--- src/rtl/minibyte_bus_ctrl_pkg.sv ---
// Shared types and width helpers for the Minibyte bus controller.
// Holds the FSM state enum, the decoded region enum and the index-width helper.
package minibyte_bus_pkg;

    typedef enum logic [1:0] {
        ST_IDLE,
        ST_EXT,
        ST_RESP
    } state_t;

    typedef enum logic [1:0] {
        RG_RAM,
        RG_ROM,
        RG_EXT
    } region_t;

    // Wait-state counter width; WAIT_STATES is limited to 0..15.
    localparam int WAIT_W = 4;

    // Index width for a power-of-two depth, never narrower than one bit.
    function automatic int addr_bits(input int depth);
        return (depth > 1) ? $clog2(depth) : 1;
    endfunction

endpackage

--- src/rtl/minibyte_bus_ctrl_if.sv ---
// CPU request/ready bus between the Minibyte core and the bus controller.
// master: CPU side (drives request); slave: controller side (drives rdy/rdata).
interface minibyte_bus_ctrl_if #(
    parameter int ADDR_W = 7,
    parameter int DATA_W = 8
);
    logic              cpu_req_in;
    logic              cpu_we_in;
    logic [ADDR_W-1:0] cpu_addr_in;
    logic [DATA_W-1:0] cpu_wdata_in;
    logic              cpu_rdy_out;
    logic [DATA_W-1:0] cpu_rdata_out;

    modport master (
        output cpu_req_in, cpu_we_in, cpu_addr_in, cpu_wdata_in,
        input  cpu_rdy_out, cpu_rdata_out
    );

    modport slave (
        input  cpu_req_in, cpu_we_in, cpu_addr_in, cpu_wdata_in,
        output cpu_rdy_out, cpu_rdata_out
    );
endinterface

--- src/rtl/minibyte_bus_ctrl_reg_ram.sv ---
// Onboard register RAM: synchronous write, asynchronous read, sync clear.
// Ports: clk_in, rst_in, we_in, addr_in, wdata_in -> rdata_out.
module minibyte_reg_ram
    import minibyte_bus_pkg::*;
#(
    parameter int DEPTH  = 4,
    parameter int DATA_W = 8,
    localparam int AW    = addr_bits(DEPTH)
) (
    input  logic              clk_in,
    input  logic              rst_in,
    input  logic              we_in,
    input  logic [AW-1:0]     addr_in,
    input  logic [DATA_W-1:0] wdata_in,
    output logic [DATA_W-1:0] rdata_out
);
    logic [DATA_W-1:0] mem [DEPTH];

    always_ff @(posedge clk_in) begin
        if (rst_in) begin
            for (int i = 0; i < DEPTH; i++) begin
                mem[i] <= '0;
            end
        end else if (we_in) begin
            mem[addr_in] <= wdata_in;
        end
    end

    assign rdata_out = mem[addr_in];
endmodule

--- src/rtl/minibyte_bus_ctrl.sv ---
// Minibyte bus controller: decodes CPU requests into RAM, ROM or external bus.
// Ports: clk_in/rst_in, CPU bus (slave modport), mode bits, ROM port, ext bus, busy_out.
module minibyte_bus_ctrl
    import minibyte_bus_pkg::*;
#(
    parameter int ADDR_W      = 7,
    parameter int DATA_W      = 8,
    parameter int RAM_DEPTH   = 4,
    parameter int ROM_DEPTH   = 32,
    parameter int WAIT_STATES = 2,
    localparam int ROM_AW     = addr_bits(ROM_DEPTH)
) (
    input  logic                 clk_in,
    input  logic                 rst_in,
    minibyte_bus_ctrl_if.slave   bus,
    input  logic                 ram_en_in,
    input  logic                 rom_en_in,
    output logic [ROM_AW-1:0]    rom_addr_out,
    input  logic [DATA_W-1:0]    rom_data_in,
    output logic [ADDR_W-1:0]    ext_addr_out,
    output logic                 ext_we_out,
    output logic [DATA_W-1:0]    ext_wdata_out,
    output logic [DATA_W-1:0]    ext_oe_out,
    input  logic [DATA_W-1:0]    ext_rdata_in,
    output logic                 busy_out
);
    localparam int RAM_AW = addr_bits(RAM_DEPTH);
    localparam logic [ADDR_W:0] RAM_BASE =
        (ADDR_W+1)'((1 << ADDR_W) - RAM_DEPTH);

    state_t            state;
    region_t           region;
    logic [WAIT_W-1:0] cnt;
    logic              rdy_q;
    logic [DATA_W-1:0] rdata_q;
    logic              accept;
    logic              ram_we;
    logic [DATA_W-1:0] ram_rdata;

    assign rom_addr_out = bus.cpu_addr_in[ROM_AW-1:0];

    // RAM window sits at the top of the address space and beats the ROM.
    always_comb begin
        region = RG_EXT;
        if (ram_en_in && ({1'b0, bus.cpu_addr_in} >= RAM_BASE)) begin
            region = RG_RAM;
        end else if (rom_en_in) begin
            region = RG_ROM;
        end
    end

    assign accept = (state == ST_IDLE) && bus.cpu_req_in;
    assign ram_we = accept && (region == RG_RAM) && bus.cpu_we_in;

    minibyte_reg_ram #(
        .DEPTH  (RAM_DEPTH),
        .DATA_W (DATA_W)
    ) u_ram (
        .clk_in    (clk_in),
        .rst_in    (rst_in),
        .we_in     (ram_we),
        .addr_in   (bus.cpu_addr_in[RAM_AW-1:0]),
        .wdata_in  (bus.cpu_wdata_in),
        .rdata_out (ram_rdata)
    );

    // ext_we_out is only ever high while in EXT, so it doubles as the
    // drive-enable source for the data pins.
    assign ext_oe_out        = {DATA_W{ext_we_out}};
    assign bus.cpu_rdy_out   = rdy_q;
    assign bus.cpu_rdata_out = rdata_q;

    always_ff @(posedge clk_in) begin
        if (rst_in) begin
            state         <= ST_IDLE;
            cnt           <= '0;
            rdy_q         <= 1'b0;
            rdata_q       <= '0;
            ext_addr_out  <= '0;
            ext_wdata_out <= '0;
            ext_we_out    <= 1'b0;
            busy_out      <= 1'b0;
        end else begin
            unique case (state)
                ST_IDLE: begin
                    if (bus.cpu_req_in) begin
                        busy_out <= 1'b1;
                        unique case (region)
                            RG_RAM: begin
                                if (!bus.cpu_we_in) rdata_q <= ram_rdata;
                                rdy_q <= 1'b1;
                                state <= ST_RESP;
                            end
                            RG_ROM: begin
                                if (!bus.cpu_we_in) rdata_q <= rom_data_in;
                                rdy_q <= 1'b1;
                                state <= ST_RESP;
                            end
                            default: begin
                                ext_addr_out  <= bus.cpu_addr_in;
                                ext_wdata_out <= bus.cpu_wdata_in;
                                ext_we_out    <= bus.cpu_we_in;
                                cnt           <= WAIT_W'(WAIT_STATES);
                                state         <= ST_EXT;
                            end
                        endcase
                    end
                end
                ST_EXT: begin
                    if (cnt == '0) begin
                        if (!ext_we_out) rdata_q <= ext_rdata_in;
                        ext_we_out <= 1'b0;
                        rdy_q      <= 1'b1;
                        state      <= ST_RESP;
                    end else begin
                        cnt <= cnt - WAIT_W'(1);
                    end
                end
                default: begin
                    rdy_q    <= 1'b0;
                    busy_out <= 1'b0;
                    state    <= ST_IDLE;
                end
            endcase
        end
    end
endmodule
--- src/flat_wrapper.sv ---
// flat-port wrapper written by rule: the top's interface ports become plain ports
module minibyte_bus_ctrl_flat import minibyte_bus_pkg::*;
#(
    parameter int ADDR_W      = 7,
    parameter int DATA_W      = 8,
    parameter int RAM_DEPTH   = 4,
    parameter int ROM_DEPTH   = 32,
    parameter int WAIT_STATES = 2,
    localparam int ROM_AW     = addr_bits(ROM_DEPTH)
)
  (clk_in, rst_in, ram_en_in, rom_en_in, rom_addr_out, rom_data_in, ext_addr_out, ext_we_out, ext_wdata_out, ext_oe_out, ext_rdata_in, busy_out, bus_cpu_req_in, bus_cpu_we_in, bus_cpu_addr_in, bus_cpu_wdata_in, bus_cpu_rdy_out, bus_cpu_rdata_out);
  minibyte_bus_ctrl_if #(.ADDR_W(ADDR_W), .DATA_W(DATA_W)) bus_i ();
  input  logic clk_in;
  input  logic rst_in;
  input  logic ram_en_in;
  input  logic rom_en_in;
  output logic [ROM_AW-1:0] rom_addr_out;
  input  logic [DATA_W-1:0] rom_data_in;
  output logic [ADDR_W-1:0] ext_addr_out;
  output logic ext_we_out;
  output logic [DATA_W-1:0] ext_wdata_out;
  output logic [DATA_W-1:0] ext_oe_out;
  input  logic [DATA_W-1:0] ext_rdata_in;
  output logic busy_out;
  input wire logic [$bits(bus_i.cpu_req_in)-1:0] bus_cpu_req_in;
  input wire logic [$bits(bus_i.cpu_we_in)-1:0] bus_cpu_we_in;
  input wire logic [$bits(bus_i.cpu_addr_in)-1:0] bus_cpu_addr_in;
  input wire logic [$bits(bus_i.cpu_wdata_in)-1:0] bus_cpu_wdata_in;
  output wire logic [$bits(bus_i.cpu_rdy_out)-1:0] bus_cpu_rdy_out;
  output wire logic [$bits(bus_i.cpu_rdata_out)-1:0] bus_cpu_rdata_out;
  assign bus_i.cpu_req_in = bus_cpu_req_in;
  assign bus_i.cpu_we_in = bus_cpu_we_in;
  assign bus_i.cpu_addr_in = bus_cpu_addr_in;
  assign bus_i.cpu_wdata_in = bus_cpu_wdata_in;
  assign bus_cpu_rdy_out = bus_i.cpu_rdy_out;
  assign bus_cpu_rdata_out = bus_i.cpu_rdata_out;
  minibyte_bus_ctrl #(.ADDR_W(ADDR_W), .DATA_W(DATA_W), .RAM_DEPTH(RAM_DEPTH), .ROM_DEPTH(ROM_DEPTH), .WAIT_STATES(WAIT_STATES)) u_core (.clk_in(clk_in), .rst_in(rst_in), .bus(bus_i), .ram_en_in(ram_en_in), .rom_en_in(rom_en_in), .rom_addr_out(rom_addr_out), .rom_data_in(rom_data_in), .ext_addr_out(ext_addr_out), .ext_we_out(ext_we_out), .ext_wdata_out(ext_wdata_out), .ext_oe_out(ext_oe_out), .ext_rdata_in(ext_rdata_in), .busy_out(busy_out));
endmodule
--- config.mk ---
export PLATFORM = sky130hd
export DESIGN_NAME = minibyte_bus_ctrl_flat
export DESIGN_NICKNAME = d
export VERILOG_FILES = /design/src/rtl/minibyte_bus_ctrl_pkg.sv /design/src/rtl/minibyte_bus_ctrl_if.sv /design/src/rtl/minibyte_bus_ctrl_reg_ram.sv /design/src/rtl/minibyte_bus_ctrl.sv /design/src/flat_wrapper.sv
export SDC_FILE = /design/constraint.sdc
export NUM_CORES = 1
export LEC_CHECK = 0
export ABC_AREA = 1
export CORE_UTILIZATION = 25
export DETAILED_ROUTE_END_ITERATION = 10
export PLACE_DENSITY_LB_ADDON = 0.15
export SLEW_MARGIN = 40
export SYNTH_ARGS = -nofsm -noshare
export SYNTH_HDL_FRONTEND = slang
export SYNTH_HIERARCHICAL = 1
export SYNTH_SLANG_ARGS = --single-unit
--- constraint.sdc ---
create_clock -name clk_in -period 3.77 [get_ports clk_in]
set_clock_uncertainty 0.1 [all_clocks]
set_input_delay 0.377 -clock clk_in [delete_from_list [all_inputs] [get_ports clk_in]]
set_output_delay 0.377 -clock clk_in [all_outputs]
set_load 0.01 [all_outputs]
==> results of run 1 <==
-- through the flow --
stage | cells | util [%] | instance area (um^2) | hold slack [ps] | total power [W]
final | 673 | 34.71 | 4398 | 350.4 | 0.002223
after global routing | 673 | 34.71 | 4398 | 381.2 | 0.002343
after CTS | 673 | 34.71 | 4398 | 359.4 | 0.002252
after detailed placement | 657 | 32.17 | 4076 | 350.1 | 0.001351
after global placement | 657 | 32.17 | 4076 | 346.0 | 0.001351
after floorplan | 432 | - | 3268 | 345.3 | 0.001155
-- routing by layer --
layer,GRT usage [%],part of all wire [%],routed length [um]
met2,22.45,48,4008
met5,0,0,0
met4,4.872,0.95,80
met3,2.283,4.3,363
met1,16.77,47,3949
-- state kept, by name, summed over array words and instances (netlist names) --
name,flops
u_core/state,2
u_core/ext_wdata_out,8
u_core/cnt,4
u_core/bus.cpu_rdata_out,8
u_core/busy_out,1
u_core/ext_we_out,1
u_core/ext_addr_out,7
u_core/u_ram/mem,32
u_core/bus.cpu_rdy_out,1
-- logic make-up (layout without fill, tap and decap cells) --
group,after synthesis,in the layout
XOR/XNOR,2,2
AND/OR/NAND/NOR,241,241
adder cells (fa/ha/maj),2,2
flip-flops,64,64
buffers and inverters,90,159
AO/OA/AOI/OAI,33,33
-- critical path: cells and delay by family --
kind | cells | cell delay [ps]
buffers and inverters | 2 | 610
and+or+nand+nor | 7 | 1380
-- cells in the mapped netlist, types with 3 or more instances --
cell	n
nor2_4	3
clkbuf_1	3
a21oi_1	31
inv_1	59
inv_2	4
nor2_1	61
nand2_1	130
dfxtp_1	32
buf_2	3
edfxtp_1	32
buf_4	16
nand3_2	3
buf_6	3
nand3_1	36
-- area by class of cell --
| cell class | instances | share of cell area (%) |
|---|---|---|
| flip-flops and latches | 64 | 36.42 |
| multi-input cells | 278 | 28.14 |
| repair buffers | 78 | 17.58 |
| inverters | 65 | 5.661 |
| clock buffers | 10 | 5.206 |
| well taps | 172 | 4.893 |
| clock inverters | 6 | 2.105 |
-- how the worst min path moves through the flow --
stage | end | startpoint | cells after the start
final | u_core/bus.cpu_rdy_out$_SDFFE_PP0P_ | u_core/bus.cpu_rdy_out$_SDFFE_PP0P_ | 2
after global routing | u_core/bus.cpu_rdy_out$_SDFFE_PP0P_ | u_core/bus.cpu_rdy_out$_SDFFE_PP0P_ | 2
after CTS | u_core/bus.cpu_rdy_out$_SDFFE_PP0P_ | u_core/bus.cpu_rdy_out$_SDFFE_PP0P_ | 2
after detailed placement | u_core/bus.cpu_rdy_out$_SDFFE_PP0P_ | u_core/bus.cpu_rdy_out$_SDFFE_PP0P_ | 2
after global placement | u_core/bus.cpu_rdy_out$_SDFFE_PP0P_ | u_core/bus.cpu_rdy_out$_SDFFE_PP0P_ | 2
after floorplan | u_core/cnt[0]$_SDFFE_PP0P_ | u_core/cnt[0]$_SDFFE_PP0P_ | 2
-- power by group through the flow --
stage	clock network (W)	logic, W	registers [W]
final	0.000891	0.000509	0.000824
after detailed placement	0	0.000512	0.000840
after global placement	0	0.000512	0.000839
after global routing	0.000941	0.000570	0.000833
after floorplan	0	0.000303	0.000852
after CTS	0.000912	0.000515	0.000825
==> metrics, run 1 <==
status completed; syn_area_per_cell around 7.6 um^2; initial antenna violation count 0; share of the synthesized area in the top cell type 29.40%; CTS tree done; gpl congestion 0.7690; Reg-to-Reg Start u_core/state[1]$_SDFFE_PP0P_; Worst Setup SP bus_cpu_addr_in[4]; Nets 535; Netlist cell types 25; share of cells above drive strength 1 6.587%; Power Internal around 0.0016 W; MaxCap Viol Count 0; DIE HEIGHT around 120 um; Cell Area, Synth between 3000 and 4000 um^2; CP Launch Type primary input; crit-path max cell delay 500 ps; cts hold-fix bufs 0; Synth Area in Simple Gates 31.47%; syn nets between 400 and 500; Flop pwr share a little under two fifths; commonest cells after routing, fill and taps aside 130 x nand2_1, 75 x clkdlybuf4s50_1, 61 x nor2_1; Ant. Diodes 0; DRT iter0 DRCs 75; commonest non-fill, non-tap cell in the layout nand2_1; Register Area around 1600 um^2; Area contributors post-synth edfxtp_1 29%, dfxtp_1 20%, nand2_1 15%; Yosys reg bits 64; CP max stage cell clkdlybuf4s50_1; fmax 0.4030 GHz; Routed Wire Length ~8.4 mm; area delta synth->final 34.57%; Clock Latency Late Sink 320 ps; H-tree levels 3; # IOs 76; multi-input combinational cell area 1237 um^2; setup_tns 0 ps; Worst Tran Pin Value 612.7 ps; fraction of registers with async set/reset 0%; clock network power share roughly 40%; R2R setup slack 1640 ps; post_cts resized 0; net switching power 0.0006218 W; Arr. time, crit path approximately 2400 ps; cell taking the most area after synthesis edfxtp_1; xor-xnor portion of the synthesized cell area 0.5360%; CP Capture Type flip-flop; crit path time final roughly 2500 ps; worst setup path endpoint u_core/u_ram/mem[2][6]$_SDFFCE_PN0P_; Worst path most repeated cell nand2_1; die area roughly 14000 um^2; Initial DRT Pass Iterations 4; pre-CTS setup slack a little under 1000 ps; Post-synth EDFFs 32; Sw Ratio 27.97%; Worst Setup Path Type primary input to flip-flop; first-pass GRT wire length 13.54 mm; Post-DRT Antenna Nets 0; worst vdd ir 0.1790 mV; Worst Reg-to-Reg Cells 9; cell count after synthesis 432; average wire per standard cell between 10 and 15 um; Inserted Clock Buffers 9; post-CTS setup buffer count 0; row count between 40 and 50; # fillers 1365; Synth Area in Adders 0.7657%; post-route DRC violation count 0; GRT overflow 0; leakage about 1.9 nW; Reg clk slew, reported paths 60 ps; Final period util 65.81%; Power Density 505.5 nW/um^2; core box area 12670 um^2; Final Hold Fails 0; worst endpoint required time 3660 ps; GRT Util Overall 13.21%; RR Endpoint u_core/u_ram/mem[2][6]$_SDFFCE_PN0P_; Starting Density 25.79%; YS warnings 6; largest family of logic cells by synthesized area simple AND/OR/NAND/NOR gates; vias in the first global route 2796; Slew Limit Fails 0; routed vias around 2800; Hold WC Path Type flip-flop to flip-flop; relative slew slack around three fifths; post-synthesis sequential area ratio around half; Vias/cell 4.174; port buffer count 75; Horiz. Die Dim 116.3 um; Final WS setup ~1300 ps; Crit Path Max Fanout 15; multiplexer area fraction after synthesis 0%; Main synth FF type edfxtp_1; Clock Sink Count 64; Comb pwr share 22.9%; RSZ-0062 raised after global routing no; Setup violations, final 0; CTS max path bufs 2; post-synthesis compound-gate area fraction 5.092%; HPWL after DPL 6.262 mm; largest net degree at the start of global routing 24; Root Driver clkbuf_16; critical path, cell by cell clkdlybuf4s50_1 > nand2_1 > nor2_1 > nand2_2 > nor3_1 > inv_1 > nor2_4 > nand3_2 > nand2_1
Power figures use the tool's default switching activity.
==> inputs of run 2 (changes only) <==
Clock period 3.77 ns to 2.2 ns, I/O delays scaled along.
==> run 2 against run 1 <==
Against the previous run:
- setup slack lost 980 ps
- core utilization increased by 0.60 points
- largest power group is now sequential cells
- count of clock-buffer cells in the layout up 2
- sequential cell count did not move
- first-iteration DRC count rose by 68%
- total power increased by 62%
- global-route usage rose by 0.67 points
- final area rose by 1.7%
- via count is 2.5% higher
- sequential share of layout area is 0.62 points lower
- critical path type is now flip-flop to flip-flop
==> metrics, run 2 (synthesized netlist as in run 1, its figures left out) <==
Nets 549; Slew Limit Fails 0; relative slew slack 67.45%; Post-DRT Antenna Nets 0; RR Endpoint u_core/u_ram/mem[2][7]$_SDFFCE_PN0P_; Worst Tran Pin Value 486.4 ps; commonest cells after routing, fill and taps aside 128 x nand2_1, 75 x clkdlybuf4s50_1, 61 x nor2_1; RSZ-0062 raised after global routing no; share of cells above drive strength 1 9.320%; DRT iter0 DRCs 126; max FFs per register 32; R2R setup slack 310 ps; status completed; setup_tns 0 ps; Final WS setup 307.4 ps; core box area 12670 um^2; die area 13530 um^2; GRT Util Overall between 10 and 15%; worst vdd ir 0.2630 mV; post-route DRC violation count 0; area delta synth->final 36.91%; Hold WC Path Type flip-flop to flip-flop; # fillers between 1000 and 1500; Vias/cell 4.191; initial antenna violation count 0; CTS tree done; Final Hold Fails 0; Starting Density 25.79%; # IOs 76; Worst Setup Path Type flip-flop to flip-flop; vias in the first global route slightly below 3000; Reg clk slew, reported paths 50 ps; hold path cells 2; Worst Reg-to-Reg Cells 10; commonest non-fill, non-tap cell in the layout nand2_1; CP Capture Type flip-flop; worst hold margin 355.6 ps; Crit Path Max Fanout 8; Clock Latency Late Sink 320 ps; post-CTS setup buffer count 0; Root Driver clkbuf_16; DIE HEIGHT about 120 um; H-tree levels 3; register bank with the most flops u_core/u_ram/mem; row count 41; HPWL after DPL 6.458 mm; CTS max path bufs 2; Initial DRT Pass Iterations 4; Horiz. Die Dim 116.3 um; Inserted Clock Buffers 9; worst endpoint required time about 2100 ps; pre-CTS setup slack -80.39 ps; total power 0.003608 W; crit path time final 1893 ps; routed vias 2879; Routed Wire Length between 8 and 9 mm; Setup violations, final 0; cts hold-fix bufs 0; largest net degree at the start of global routing 22; average wire per standard cell 12.42 um; Arr. time, crit path 1830 ps; Clock Sink Count between 60 and 70; Power Density 806.5 nW/um^2; post_cts resized 0; CP Launch Type flip-flop; hold path endpoint u_core/bus.cpu_rdy_out$_SDFFE_PP0P_; first-pass GRT wire length roughly 14 mm; Final period util 86.03%; gpl congestion 0.8024; port buffer count 75; GRT overflow 0; fmax ~0.53 GHz; MaxCap Viol Count 0; Reg-to-Reg Start u_core/state[0]$_SDFFE_PP0P_; worst hold start u_core/bus.cpu_rdy_out$_SDFFE_PP0P_; leakage 1.940 nW; Ant. Diodes 0
-- run 2: per-stage QoR --
stage | instance area, um^2 | utilization, % | cells
after global placement | 4194 | 33.10 | 671
after floorplan | 3268 | - | 432
after detailed placement | 4194 | 33.10 | 671
final | 4474 | 35.31 | 687
after CTS | 4469 | 35.27 | 687
after global routing | 4474 | 35.31 | 687
-- run 2: worst max-delay path by stage --
| stage | slack (ps) | cells past startpoint | end | startpoint |
|---|---|---|---|---|
| finish | 310 | 10 | u_core/u_ram/mem[2][7]$_SDFFCE_PN0P_ | u_core/state[0]$_SDFFE_PP0P_ |
| floorplan | 330 | 9 | u_core/u_ram/mem[0][0]$_SDFFCE_PN0P_ | bus_cpu_addr_in[4] |
| CTS | 210 | 9 | u_core/u_ram/mem[1][1]$_SDFFCE_PN0P_ | u_core/state[0]$_SDFFE_PP0P_ |
| global route | 90 | 10 | u_core/u_ram/mem[2][6]$_SDFFCE_PN0P_ | u_core/state[0]$_SDFFE_PP0P_ |
| detailed placement | -80 | 9 | u_core/u_ram/mem[0][2]$_SDFFCE_PN0P_ | bus_cpu_addr_in[4] |
| global placement | -60 | 9 | u_core/u_ram/mem[1][1]$_SDFFCE_PN0P_ | bus_cpu_addr_in[4] |
-- run 2: final cells by class --
cell class,instances,area (um^2),share of cell area (%)
sequential,64,1602,35.79
multi-input combinational,278,1242,27.77
timing repair buffer,92,890.9,19.91
clock buffer,12,256.5,5.733
inverter,65,249.0,5.565
tap,172,215.2,4.810
clock inverter,4,18.77,0.4195
-- run 2: critical path: stages, from the launching register on --
cell and delay, ps:
dfxtp_1 310, inv_1 110, nand2_2 90, inv_2 100
nand2_1 80, nor3_1 230, inv_1 110, nor2_4 150
nand3_2 90, nand2_1 110, buf_12 130
-- run 2: where the power goes --
part | switching [W] | leakage, nW | total, W | internal (W)
Combinational | 0.000485 | 1.21 | 0.000895 | 0.000410
Clock | 0.000489 | 0.140 | 0.00130 | 0.000813
Sequential | 0.0000584 | 0.592 | 0.00141 | 0.00135
Total | 0.00103 | 1.94 | 0.00361 | 0.00258
-- run 2: metal layers --
| metal | global-route usage [%] | up-vias | wire, um |
|---|---|---|---|
| met1 | 17.26 | 1301 | 3791 |
| met4 | 6.325 | 0 | 157 |
| met5 | 0 | - | 0 |
| li1 | - | 1495 | - |
| met3 | 3.425 | 13 | 485 |
| met2 | 22.68 | 70 | 4100 |
